--- src/rtl/reorder_buffer_pkg.sv ---
// Shared ROB types: instruction classes, entry layout and sizing constants used by the
// reorder buffer, the reservation stations and the register file.
package reorder_buffer_pkg;

    localparam int ROB_DEPTH = 8;
    localparam int ROB_IDX_W = 3;
    localparam int ROB_XLEN  = 32;

    typedef enum logic [3:0] {
        IT_ALU    = 4'd0,
        IT_LOAD   = 4'd1,
        IT_STORE  = 4'd2,
        IT_BRANCH = 4'd3,
        IT_JAL    = 4'd4,
        IT_JALR   = 4'd5,
        IT_MUL    = 4'd6,
        IT_DIV    = 4'd7,
        IT_NOP    = 4'd8
    } itype_e;

    typedef struct packed {
        logic                valid;
        logic                done;
        logic                mispredict;
        logic [4:0]          rd;
        itype_e              itype;
        logic [ROB_XLEN-1:0] value;
        logic [ROB_XLEN-1:0] target;
    } rob_entry_t;

    // Stores, branches and NOPs never produce a register result; x0 is never written.
    function automatic logic writes_rf(input itype_e itype, input logic [4:0] rd);
        return !(itype inside {IT_STORE, IT_BRANCH, IT_NOP}) && (rd != 5'd0);
    endfunction

endpackage

--- src/rtl/reorder_buffer_if.sv ---
// Bundle of the ROB's issue, CDB, operand-lookup, retirement and flush signals.
interface reorder_buffer_if #(
    parameter int DEPTH = 8,
    parameter int IDX_W = 3,
    parameter int XLEN  = 32
);
    logic             alloc_valid_in;
    logic [4:0]       alloc_rd_in;
    logic [3:0]       alloc_itype_in;
    logic             ready_out;
    logic [IDX_W-1:0] alloc_idx_out;

    logic             cdb_valid_in;
    logic [IDX_W-1:0] cdb_rob_idx_in;
    logic [XLEN-1:0]  cdb_data_in;
    logic             cdb_mispredict_in;
    logic [XLEN-1:0]  cdb_target_in;

    logic [IDX_W-1:0] src1_idx_in;
    logic             src1_ready_out;
    logic [XLEN-1:0]  src1_value_out;
    logic [IDX_W-1:0] src2_idx_in;
    logic             src2_ready_out;
    logic [XLEN-1:0]  src2_value_out;

    logic             we_out;
    logic [4:0]       wa_out;
    logic [XLEN-1:0]  wd_out;
    logic [IDX_W-1:0] wrob_ix_out;
    logic             store_commit_out;
    logic             flush_out;
    logic [DEPTH-1:0] flush_addrs_out;
    logic [XLEN-1:0]  redirect_pc_out;

    modport master (
        output alloc_valid_in, alloc_rd_in, alloc_itype_in,
        output cdb_valid_in, cdb_rob_idx_in, cdb_data_in, cdb_mispredict_in, cdb_target_in,
        output src1_idx_in, src2_idx_in,
        input  ready_out, alloc_idx_out,
        input  src1_ready_out, src1_value_out, src2_ready_out, src2_value_out,
        input  we_out, wa_out, wd_out, wrob_ix_out, store_commit_out,
        input  flush_out, flush_addrs_out, redirect_pc_out
    );

    modport slave (
        input  alloc_valid_in, alloc_rd_in, alloc_itype_in,
        input  cdb_valid_in, cdb_rob_idx_in, cdb_data_in, cdb_mispredict_in, cdb_target_in,
        input  src1_idx_in, src2_idx_in,
        output ready_out, alloc_idx_out,
        output src1_ready_out, src1_value_out, src2_ready_out, src2_value_out,
        output we_out, wa_out, wd_out, wrob_ix_out, store_commit_out,
        output flush_out, flush_addrs_out, redirect_pc_out
    );

endinterface

--- src/rtl/reorder_buffer_lookup_port.sv ---
// Combinational operand read of one ROB entry with same-cycle CDB bypass.
module reorder_buffer_lookup_port #(
    parameter int DEPTH = 8,
    parameter int IDX_W = 3,
    parameter int XLEN  = 32
) (
    input  logic [IDX_W-1:0] idx,
    input  logic [DEPTH-1:0] entry_done,
    input  logic [XLEN-1:0]  entry_value [DEPTH],
    input  logic             cdb_valid,
    input  logic [IDX_W-1:0] cdb_idx,
    input  logic [XLEN-1:0]  cdb_data,
    output logic             ready,
    output logic [XLEN-1:0]  value
);

    logic cdb_hit;

    always_comb begin
        cdb_hit = cdb_valid && (cdb_idx == idx);
        ready   = entry_done[idx] || cdb_hit;
        // The bus carries the newest value, so it wins over the stored copy.
        value   = cdb_hit ? cdb_data : entry_value[idx];
    end

endmodule

--- src/rtl/reorder_buffer.sv ---
// Reorder buffer: allocates entries at issue, records CDB completions and retires results
// to the register file in program order, flushing speculative state on a mispredict.
module reorder_buffer
    import reorder_buffer_pkg::*;
#(
    parameter int DEPTH = ROB_DEPTH,
    parameter int IDX_W = ROB_IDX_W,
    parameter int XLEN  = ROB_XLEN
) (
    input  logic              clk_in,
    input  logic              rst_in,
    reorder_buffer_if.slave   bus
);

    localparam logic [IDX_W:0]   FULL_CNT = (IDX_W + 1)'(DEPTH);
    localparam logic [IDX_W-1:0] IDX_ONE  = IDX_W'(1);

    rob_entry_t       entries [DEPTH];
    logic [IDX_W-1:0] head;
    logic [IDX_W-1:0] tail;
    logic [IDX_W:0]   count;

    rob_entry_t       head_entry;
    logic             ready;
    logic             alloc_fire;
    logic             cdb_fire;
    logic             commit_fire;
    logic             commit_flush;
    logic [DEPTH-1:0] flush_mask;
    logic [DEPTH-1:0] done_vec;
    logic [XLEN-1:0]  value_arr [DEPTH];

    logic             we_p1;
    logic [4:0]       wa_p1;
    logic [XLEN-1:0]  wd_p1;
    logic [IDX_W-1:0] wrob_ix_p1;
    logic             store_commit_p1;
    logic             flush_p1;
    logic [DEPTH-1:0] flush_addrs_p1;
    logic [XLEN-1:0]  redirect_pc_p1;

    always_comb begin
        head_entry   = entries[head];
        commit_fire  = head_entry.valid && head_entry.done;
        commit_flush = commit_fire && head_entry.mispredict;
        // Occupancy comes from the registered count, so a retiring entry frees its slot next cycle.
        ready        = (count != FULL_CNT) && !flush_p1;
        alloc_fire   = bus.alloc_valid_in && ready && !commit_flush;
        cdb_fire     = bus.cdb_valid_in && entries[bus.cdb_rob_idx_in].valid && !commit_flush;
        for (int i = 0; i < DEPTH; i++) begin
            flush_mask[i] = entries[i].valid && (IDX_W'(i) != head);
            done_vec[i]   = entries[i].done;
            value_arr[i]  = entries[i].value;
        end
    end

    assign bus.ready_out     = ready;
    assign bus.alloc_idx_out = tail;

    reorder_buffer_lookup_port #(.DEPTH(DEPTH), .IDX_W(IDX_W), .XLEN(XLEN)) u_lookup_src1 (
        .idx         (bus.src1_idx_in),
        .entry_done  (done_vec),
        .entry_value (value_arr),
        .cdb_valid   (bus.cdb_valid_in),
        .cdb_idx     (bus.cdb_rob_idx_in),
        .cdb_data    (bus.cdb_data_in),
        .ready       (bus.src1_ready_out),
        .value       (bus.src1_value_out)
    );

    reorder_buffer_lookup_port #(.DEPTH(DEPTH), .IDX_W(IDX_W), .XLEN(XLEN)) u_lookup_src2 (
        .idx         (bus.src2_idx_in),
        .entry_done  (done_vec),
        .entry_value (value_arr),
        .cdb_valid   (bus.cdb_valid_in),
        .cdb_idx     (bus.cdb_rob_idx_in),
        .cdb_data    (bus.cdb_data_in),
        .ready       (bus.src2_ready_out),
        .value       (bus.src2_value_out)
    );

    // Entry state: only the status bits are reset; payload fields are qualified by valid.
    always_ff @(posedge clk_in or posedge rst_in) begin
        if (rst_in) begin
            for (int i = 0; i < DEPTH; i++) begin
                entries[i].valid      <= 1'b0;
                entries[i].done       <= 1'b0;
                entries[i].mispredict <= 1'b0;
            end
        end else if (commit_flush) begin
            for (int i = 0; i < DEPTH; i++) begin
                entries[i].valid      <= 1'b0;
                entries[i].done       <= 1'b0;
                entries[i].mispredict <= 1'b0;
            end
        end else begin
            if (alloc_fire) begin
                entries[tail].valid      <= 1'b1;
                entries[tail].done       <= (itype_e'(bus.alloc_itype_in) == IT_NOP);
                entries[tail].mispredict <= 1'b0;
                entries[tail].rd         <= bus.alloc_rd_in;
                entries[tail].itype      <= itype_e'(bus.alloc_itype_in);
            end
            if (cdb_fire) begin
                entries[bus.cdb_rob_idx_in].done       <= 1'b1;
                entries[bus.cdb_rob_idx_in].mispredict <= bus.cdb_mispredict_in;
                entries[bus.cdb_rob_idx_in].value      <= bus.cdb_data_in;
                entries[bus.cdb_rob_idx_in].target     <= bus.cdb_target_in;
            end
            if (commit_fire) begin
                entries[head].valid <= 1'b0;
                entries[head].done  <= 1'b0;
            end
        end
    end

    always_ff @(posedge clk_in or posedge rst_in) begin
        if (rst_in) begin
            head  <= '0;
            tail  <= '0;
            count <= '0;
        end else if (commit_flush) begin
            // Only the retiring branch survives; everything younger is discarded.
            head  <= head + IDX_ONE;
            tail  <= head + IDX_ONE;
            count <= '0;
        end else begin
            if (alloc_fire)  tail <= tail + IDX_ONE;
            if (commit_fire) head <= head + IDX_ONE;
            count <= count + (IDX_W + 1)'(alloc_fire) - (IDX_W + 1)'(commit_fire);
        end
    end

    // ---- commit stage -> p1: registered retirement and flush outputs ----
    always_ff @(posedge clk_in or posedge rst_in) begin
        if (rst_in) begin
            we_p1           <= 1'b0;
            wa_p1           <= '0;
            wd_p1           <= '0;
            wrob_ix_p1      <= '0;
            store_commit_p1 <= 1'b0;
            flush_p1        <= 1'b0;
            flush_addrs_p1  <= '0;
            redirect_pc_p1  <= '0;
        end else begin
            we_p1           <= commit_fire && writes_rf(head_entry.itype, head_entry.rd);
            store_commit_p1 <= commit_fire && (head_entry.itype == IT_STORE);
            flush_p1        <= commit_flush;
            flush_addrs_p1  <= commit_flush ? flush_mask : '0;
            if (commit_fire) begin
                wa_p1      <= head_entry.rd;
                wd_p1      <= head_entry.value;
                wrob_ix_p1 <= head;
            end
            if (commit_flush) begin
                redirect_pc_p1 <= head_entry.target;
            end
        end
    end

    assign bus.we_out           = we_p1;
    assign bus.wa_out           = wa_p1;
    assign bus.wd_out           = wd_p1;
    assign bus.wrob_ix_out      = wrob_ix_p1;
    assign bus.store_commit_out = store_commit_p1;
    assign bus.flush_out        = flush_p1;
    assign bus.flush_addrs_out  = flush_addrs_p1;
    assign bus.redirect_pc_out  = redirect_pc_p1;

endmodule

--- src/flat_wrapper.sv ---
// flat-port wrapper written by rule: the top's interface ports become plain ports
module reorder_buffer_flat import reorder_buffer_pkg::*;
#(
    parameter int DEPTH = ROB_DEPTH,
    parameter int IDX_W = ROB_IDX_W,
    parameter int XLEN  = ROB_XLEN
)
  (clk_in, rst_in, bus_alloc_valid_in, bus_alloc_rd_in, bus_alloc_itype_in, bus_cdb_valid_in, bus_cdb_rob_idx_in, bus_cdb_data_in, bus_cdb_mispredict_in, bus_cdb_target_in, bus_src1_idx_in, bus_src2_idx_in, bus_ready_out, bus_alloc_idx_out, bus_src1_ready_out, bus_src1_value_out, bus_src2_ready_out, bus_src2_value_out, bus_we_out, bus_wa_out, bus_wd_out, bus_wrob_ix_out, bus_store_commit_out, bus_flush_out, bus_flush_addrs_out, bus_redirect_pc_out);
  reorder_buffer_if #(.DEPTH(DEPTH), .IDX_W(IDX_W), .XLEN(XLEN)) bus_i ();
  input  logic clk_in;
  input  logic rst_in;
  input wire logic [$bits(bus_i.alloc_valid_in)-1:0] bus_alloc_valid_in;
  input wire logic [$bits(bus_i.alloc_rd_in)-1:0] bus_alloc_rd_in;
  input wire logic [$bits(bus_i.alloc_itype_in)-1:0] bus_alloc_itype_in;
  input wire logic [$bits(bus_i.cdb_valid_in)-1:0] bus_cdb_valid_in;
  input wire logic [$bits(bus_i.cdb_rob_idx_in)-1:0] bus_cdb_rob_idx_in;
  input wire logic [$bits(bus_i.cdb_data_in)-1:0] bus_cdb_data_in;
  input wire logic [$bits(bus_i.cdb_mispredict_in)-1:0] bus_cdb_mispredict_in;
  input wire logic [$bits(bus_i.cdb_target_in)-1:0] bus_cdb_target_in;
  input wire logic [$bits(bus_i.src1_idx_in)-1:0] bus_src1_idx_in;
  input wire logic [$bits(bus_i.src2_idx_in)-1:0] bus_src2_idx_in;
  output wire logic [$bits(bus_i.ready_out)-1:0] bus_ready_out;
  output wire logic [$bits(bus_i.alloc_idx_out)-1:0] bus_alloc_idx_out;
  output wire logic [$bits(bus_i.src1_ready_out)-1:0] bus_src1_ready_out;
  output wire logic [$bits(bus_i.src1_value_out)-1:0] bus_src1_value_out;
  output wire logic [$bits(bus_i.src2_ready_out)-1:0] bus_src2_ready_out;
  output wire logic [$bits(bus_i.src2_value_out)-1:0] bus_src2_value_out;
  output wire logic [$bits(bus_i.we_out)-1:0] bus_we_out;
  output wire logic [$bits(bus_i.wa_out)-1:0] bus_wa_out;
  output wire logic [$bits(bus_i.wd_out)-1:0] bus_wd_out;
  output wire logic [$bits(bus_i.wrob_ix_out)-1:0] bus_wrob_ix_out;
  output wire logic [$bits(bus_i.store_commit_out)-1:0] bus_store_commit_out;
  output wire logic [$bits(bus_i.flush_out)-1:0] bus_flush_out;
  output wire logic [$bits(bus_i.flush_addrs_out)-1:0] bus_flush_addrs_out;
  output wire logic [$bits(bus_i.redirect_pc_out)-1:0] bus_redirect_pc_out;
  assign bus_i.alloc_valid_in = bus_alloc_valid_in;
  assign bus_i.alloc_rd_in = bus_alloc_rd_in;
  assign bus_i.alloc_itype_in = bus_alloc_itype_in;
  assign bus_i.cdb_valid_in = bus_cdb_valid_in;
  assign bus_i.cdb_rob_idx_in = bus_cdb_rob_idx_in;
  assign bus_i.cdb_data_in = bus_cdb_data_in;
  assign bus_i.cdb_mispredict_in = bus_cdb_mispredict_in;
  assign bus_i.cdb_target_in = bus_cdb_target_in;
  assign bus_i.src1_idx_in = bus_src1_idx_in;
  assign bus_i.src2_idx_in = bus_src2_idx_in;
  assign bus_ready_out = bus_i.ready_out;
  assign bus_alloc_idx_out = bus_i.alloc_idx_out;
  assign bus_src1_ready_out = bus_i.src1_ready_out;
  assign bus_src1_value_out = bus_i.src1_value_out;
  assign bus_src2_ready_out = bus_i.src2_ready_out;
  assign bus_src2_value_out = bus_i.src2_value_out;
  assign bus_we_out = bus_i.we_out;
  assign bus_wa_out = bus_i.wa_out;
  assign bus_wd_out = bus_i.wd_out;
  assign bus_wrob_ix_out = bus_i.wrob_ix_out;
  assign bus_store_commit_out = bus_i.store_commit_out;
  assign bus_flush_out = bus_i.flush_out;
  assign bus_flush_addrs_out = bus_i.flush_addrs_out;
  assign bus_redirect_pc_out = bus_i.redirect_pc_out;
  reorder_buffer #(.DEPTH(DEPTH), .IDX_W(IDX_W), .XLEN(XLEN)) u_core (.clk_in(clk_in), .rst_in(rst_in), .bus(bus_i));
endmodule
--- config.mk ---
export PLATFORM = sky130hd
export DESIGN_NAME = reorder_buffer_flat
export DESIGN_NICKNAME = d
export VERILOG_FILES = /design/src/rtl/reorder_buffer_pkg.sv /design/src/rtl/reorder_buffer_if.sv /design/src/rtl/reorder_buffer_lookup_port.sv /design/src/rtl/reorder_buffer.sv /design/src/flat_wrapper.sv
export SDC_FILE = /design/constraint.sdc
export NUM_CORES = 1
export LEC_CHECK = 0
export BUFFER_PORTS_ARGS = -buffer_cell sky130_fd_sc_hd__clkbuf_2
export CAP_MARGIN = 10
export CORE_MARGIN = 2
export CORE_UTILIZATION = 30
export CTS_CLUSTER_DIAMETER = 100
export DETAILED_ROUTE_END_ITERATION = 7
export PLACE_DENSITY = 0.55
export SYNTH_ARGS = -nofsm -noshare
export SYNTH_HDL_FRONTEND = slang
export SYNTH_HIERARCHICAL = 1
export SYNTH_SLANG_ARGS = --single-unit
--- constraint.sdc ---
create_clock -name clk_in -period 10.35 [get_ports clk_in]
set_clock_uncertainty 0.15 [all_clocks]
set_input_delay 2.07 -clock clk_in [delete_from_list [all_inputs] [get_ports clk_in]]
set_output_delay 2.07 -clock clk_in [all_outputs]
set_load 0.01 [all_outputs]
==> results of run 1 <==
cell type report:
| type | instances | share of cell area, % |
|---|---|---|
| flip-flops and latches | 701 | 54.05 |
| well taps | 1403 | 4.634 |
| clock inverters | 49 | 1.440 |
| diodes | 4 | 0.02642 |
| inverters | 16 | 0.1817 |
| multi-input cells | 1158 | 29.89 |
| repair buffers | 283 | 4.056 |
| clock buffers | 102 | 5.724 |
tightest hold or removal path, delay by kind of cell, from the launching register on:
kind             cells  cell delay [ps]
flip-flops           1              340
AO/OA/AOI/OAI        1               60
AND/OR/NAND/NOR      1               50
cells in the mapped netlist, types with 3 or more instances:
cell	number
buf_12	8
nor2b_1	5
o21a_1	19
nor3_1	11
buf_1	13
nand2_1	95
and3_1	3
nor2_1	120
mux2_4	60
nand2b_1	5
mux2_2	141
a211o_1	3
a31oi_1	18
buf_2	47
ha_1	12
nand3_1	12
inv_2	3
mux4_1	18
or2_2	3
a21oi_1	135
or3_1	3
xnor2_1	8
dfrtp_1	117
and2_1	4
mux4_2	141
mux2i_1	84
a2bb2oi_1	3
buf_6	4
buf_4	8
a22oi_1	26
o22ai_1	27
o21ai_0	61
or3b_2	3
o221ai_1	16
a221oi_1	60
a22o_1	18
a21boi_0	3
edfxtp_1	584
a211oi_1	4
clkbuf_1	76
inv_1	10
cell families (layout without fill, tap and decap cells):
family / Yosys count / after routing / synth area share (%)
simple gates: 280 / 280 / 3.766
flops: 701 / 701 / 62.92
fa+ha+maj: 13 / 13 / 0.5232
mux: 444 / 444 / 21.45
buf+inv: 172 / 450 / 2.754
xor+xnor: 10 / 10 / 0.2693
other cells: 0 / 4 / 0
compound gates: 411 / 411 / 8.313
metrics by stage:
| stage | hold WS [ps] | power (mW) |
|---|---|---|
| final | 336.3 | 9.126 |
| after global routing | 362.1 | 9.544 |
| after CTS | 341.7 | 9.211 |
| after detailed placement | 326.5 | 6.292 |
| after global placement | 319.1 | 6.247 |
| after floorplan | 346.5 | 5.247 |
power groups by stage:
| stage | Combinational, mW | Clock [mW] | Sequential [mW] |
|---|---|---|---|
| 2_1_floorplan | 1.68 | 0 | 3.57 |
| 3_5_place_dp | 2.64 | 0 | 3.65 |
| 6_report | 2.62 | 2.90 | 3.60 |
| 5_1_grt | 2.83 | 3.08 | 3.63 |
| 4_1_cts | 2.64 | 2.97 | 3.60 |
| 3_3_place_gp | 2.60 | 0 | 3.65 |
worst paths after layout:
check                                               start                             end  slack, ps
max                                    bus_src2_idx_in[0]          bus_src2_value_out[20]       3380
min                        u_core/bus.redirect_pc_out[21]  u_core/bus.redirect_pc_out[21]        340
max reg2reg                                u_core/head[1]                            flop       4610
min reg2reg                u_core/bus.redirect_pc_out[21]  u_core/bus.redirect_pc_out[21]        340
max in group asynchronous                          rst_in  u_core/bus.redirect_pc_out[17]       6980
min in group asynchronous                          rst_in                  u_core/head[1]       1630
per-layer routing:
layer	routed length (um)	part of all wire [%]	global-route usage, %	vias up
met2	49530	49	30.22	877
met1	42180	42	23.32	10771
met4	2877	2.8	5.853	14
met5	92	0.091	0	-
met3	6915	6.8	3.872	199
li1	-	-	-	8589
==> results_dict.tcl, run 1 <==
set metrics [dict create \
    mostFrequentLayoutCell "edfxtp_1" \
    drc 0 \
    worstSetupEndpointType "output port" \
    layout.area.seq_um2 20480 \
    min_path_type "reg2reg" \
    crit_top_cell "buf_4" \
    initial_utilization_pct 30.30 \
    dp.final_hpwl_mm 60.46 \
    dieHeight_um 333.3 \
    rows 120 \
    root_buffer "clkbuf_16" \
    h-tree-depth 3 \
    path_buf_inv 3 \
    die-area_um2 111100 \
    slowest_stage "mux4_1" \
    worstSetupPathType "in2out" \
    numClockSinks 701 \
    syn_avg_cell_area_um2 16.01 \
    holdBufCountCts 0 \
    finalSetupTns_ps 0 \
    core_um2 107400 \
    clk_latency_ps 650 \
    path_delay_family "buffers and inverters" \
    final_cells 3716 \
    synthesis.nets 2131 \
    power_switching_share_pct 34.17 \
    p_seq_share_pct 39.5 \
    min_period_over_period_pct 67.32 \
    cts_buffers 82 \
    drt_first_iter_violations 1875 \
    finalWorstSetupSlack_ps 3382 \
    antenna_found_initial 12 \
    crit_chain "buf_4 > buf_4 > mux4_1 > mux2_2 > mux2_4 > clkbuf_2" \
    ctsResizeCount 0 \
    synth_seq_cells 701 \
    ios 240 \
    gr-total-overflow 0 \
    yosys.area.top_type_share_pct 53.92 \
    placedCellCount 3561 \
    netlist_area_um2 32520 \
    ys_warn_count 6 \
    grt_pass1_wl_mm 148.0 \
    drv_slew 0 \
    finalCriticalPeriod_ps 6968 \
    cts.path.max_buffers 3 \
    ys.flop_type "edfxtp_1" \
    synth_edf_count 584 \
    critPathArrivalTime_ps 4750 \
    grt_pass1_vias 21052 \
    vias_per_cell 5.503 \
    gp_congestion 0.8393 \
    ant_nets 0 \
    postCtsSetupRepairBufs 0 \
    synth_area_leaders "edfxtp_1, mux4_2, dfrtp_1, mux2_2, mux2_4" \
    status "completed" \
    layout-drive-gt1-share_pct 34.21 \
    hold_viol 0 \
    placed_cell_area_um2 35160 \
    post-route-util_pct 35.29 \
    syn_to_final_growth_pct 16.47 \
    max_stage_delay_ps 640 \
    synth_top_area_cell "edfxtp_1" \
    multi_input_area_um2 11320 \
    tritoncts "yes" \
    syn_inst 2031 \
    track_usage_pct 18.07 \
    dr.pass1.iters 6 \
    min_path_cells 2 \
    async_reset_ff_share_pct 16.69 \
    slew-limit-headroom_pct 14.52 \
    cp.depth 6 \
    ys_seq_area_share_pct 62.92 \
    worstMarginPinSlew_ps 1275 \
    combinationalPowerShare_pct 28.8 \
    io_buffers 239 \
    wl_per_cell_um 27.34 \
    routed_wl_mm 101.6 \
    power.leakage_nw 13.22 \
    p_clk_share_pct 31.8 \
    finalNetCount 2342 \
    ir_worst_vdd_uv 137.7 \
    drv_cap 0 \
    rr_worst_depth 7 \
    setup_viol 0 \
    vias 20450 \
    power_density_nw_per_um2 240.9 \
    grt_max_degree 76 \
    clkTransAtPathRegs_ps 60 \
    die_w_um 333.3 \
    dp_slack_ps 3348 \
    stdcell_area_um2 37880 \
    final_cell_mix "edfxtp_1, clkbuf_2, mux4_2, mux2_2, a21oi_1" \
    critical_path.max_fanout 40 \
    p_sw_mw 3.119 \
    rsz0062_at_grt "false" \
    critPathLaunchType "input port" \
    cp_data_required_time_ps 8130 \
    filler_cell_count 10181 \
    fmax_mhz 143.5 \
    internal-power_mw 6.008 \
    synth.distinct_cells 68 \
]
No activity file was read; power rests on OpenSTA's default activity.
==> run 2: changes to the inputs <==
Settings changed: PLACE_DENSITY 0.55 to 0.57.
Clock period 10.35 ns to 6.1 ns, I/O delays scaled along.
==> run 2 against run 1 <==
- global-route usage shrank 0.30 points
- via count is essentially flat
- utilization grew 0.17 points
- sequential power grew 68%
- cell count grew 0.32%
- non-clock buffer count grew 14
- clock-buffer cell count grew 20
- routed wire length shrank 1.0%
- cell area grew 0.48%
- power grew 69%
- die area is the same
- largest cell class unchanged
- largest power group unchanged
==> results_dict.tcl, run 2 (synthesis gave the netlist of run 1 again) <==
set metrics [dict create \
    die_w_um 333.3 \
    drv_cap 0 \
    drv_slew 0 \
    internal-power_mw 10.16 \
    hold_slack_ps 334.7 \
    hold_viol 0 \
    ctsResizeCount 0 \
    critPathLaunchType "flop" \
    placed_cell_area_um2 35370 \
    grt_max_degree 118 \
    power_switching_share_pct 33.99 \
    slew-limit-headroom_pct 33.05 \
    cts_buffers 81 \
    die-area_um2 111100 \
    drc 0 \
    fmax_mhz 210.2 \
    worstMarginPinSlew_ps 1002 \
    worstSetupEndpointType "flop" \
    cp_data_required_time_ps 6220 \
    ios 240 \
    layout-drive-gt1-share_pct 34.22 \
    setup_viol 0 \
    final_cell_mix "edfxtp_1, clkbuf_2, mux4_2, mux2_2, a21oi_1" \
    vias_per_cell 5.491 \
    path_buf_inv 3 \
    gp_congestion 0.8795 \
    syn_to_final_growth_pct 17.03 \
    numClockSinks 701 \
    routed_wl_mm 100.5 \
    max_stage_delay_ps 790 \
    power.leakage_nw 13.31 \
    h-tree-depth 3 \
    rsz0062_at_grt "false" \
    critPathArrivalTime_ps 4880 \
    p_clk_share_pct 31.4 \
    mostFrequentLayoutCell "edfxtp_1" \
    power_density_nw_per_um2 404.5 \
    min_period_over_period_pct 77.99 \
    initial_utilization_pct 30.30 \
    drt_first_iter_violations 1964 \
    filler_cell_count 10135 \
    finalNetCount 2355 \
    antenna_found_initial 9 \
    finalCriticalPeriod_ps 4758 \
    vias 20470 \
    rows 120 \
    grt_pass1_vias 20884 \
    cts.path.max_buffers 3 \
    ir_worst_vdd_uv 284.7 \
    crit_chain "inv_2 > mux4_2 > mux2_2 > inv_4 > nand2_2 > nand4_1 > nor3_4 > buf_4" \
    root_buffer "clkbuf_16" \
    dr.pass1.iters 5 \
    min_path_type "reg2reg" \
    clk_latency_ps 660 \
    min_path_cells 2 \
    postCtsSetupRepairBufs 0 \
    status "completed" \
    ant_nets 0 \
    p_seq_share_pct 39.3 \
    clkTransAtPathRegs_ps 60 \
    dieHeight_um 333.3 \
    combinationalPowerShare_pct 29.3 \
    track_usage_pct 17.77 \
    stdcell_area_um2 38060 \
    p_sw_mw 5.233 \
    dp.final_hpwl_mm 60.61 \
    wl_per_cell_um 26.97 \
    grt_pass1_wl_mm 146.2 \
    io_buffers 239 \
    critical_path.max_fanout 34 \
    core_um2 107400 \
    slowest_stage "dfrtp_4" \
    path_delay_family "buffers and inverters" \
    worstSetupPathType "reg2reg" \
    cp.depth 8 \
    finalSetupTns_ps 0 \
    rr_worst_depth 8 \
    holdBufCountCts 0 \
    tritoncts "yes" \
    gr-total-overflow 0 \
]
## run 2: stage by stage
stage,total power [mW],cells,setup WS [ps],utilization [%]
finish,15.39,3728,1342,35.46
global route,16.08,3726,1191,35.45
CTS,15.55,3726,1348,35.45
detailed placement,10.68,3575,1358,32.95
global placement,10.61,3575,1369,32.95
floorplan,8.901,2031,559.3,-
## run 2: final timing paths
kind / start / to / slack [ps]
setup / recovery: u_core/head[2] / flop / 1340
hold / removal: u_core/bus.redirect_pc_out[29] / u_core/bus.redirect_pc_out[29] / 330
setup reg to reg: u_core/head[2] / flop / 1340
hold reg to reg: u_core/bus.redirect_pc_out[29] / u_core/bus.redirect_pc_out[29] / 330
max in group asynchronous: rst_in / u_core/bus.wd_out[19] / 3830
min in group asynchronous: rst_in / u_core/head[2] / 760
## run 2: cell type report
type	instances	area [um2]	area share, %
repair buffers	297	1779	4.674
diodes	2	5.005	0.01315
well taps	1403	1755	4.612
flip-flops and latches	701	20480	53.80
multi-input cells	1158	11290	29.67
inverters	16	67.56	0.1775
clock inverters	29	314.1	0.8251
clock buffers	122	2372	6.233
## run 2: worst reg2reg max path, stage by stage (launching register included)
cell	delay (ps)
dfrtp_4	790
inv_2	330
mux4_2	440
mux2_2	470
inv_4	290
nand2_2	230
nand4_1	540
nor3_4	460
buf_4	640
## run 2: metal layers
layer	routed length (um)	global-route usage (%)	part of all wire (%)	vias to the layer above
met5	88	0	0.088	-
met3	7502	3.901	7.5	170
met2	48660	29.45	48	901
li1	-	-	-	8622
met1	41730	23.32	42	10765
met4	2561	5.199	2.5	12
## run 2: power groups by stage
stage | Combinational [mW] | Clock [mW] | Sequential [mW]
6_report | 4.51 | 4.83 | 6.05
5_1_grt | 4.85 | 5.13 | 6.11
4_1_cts | 4.55 | 4.95 | 6.06
3_5_place_dp | 4.53 | 0 | 6.15
3_3_place_gp | 4.48 | 0 | 6.13
2_1_floorplan | 2.85 | 0 | 6.05
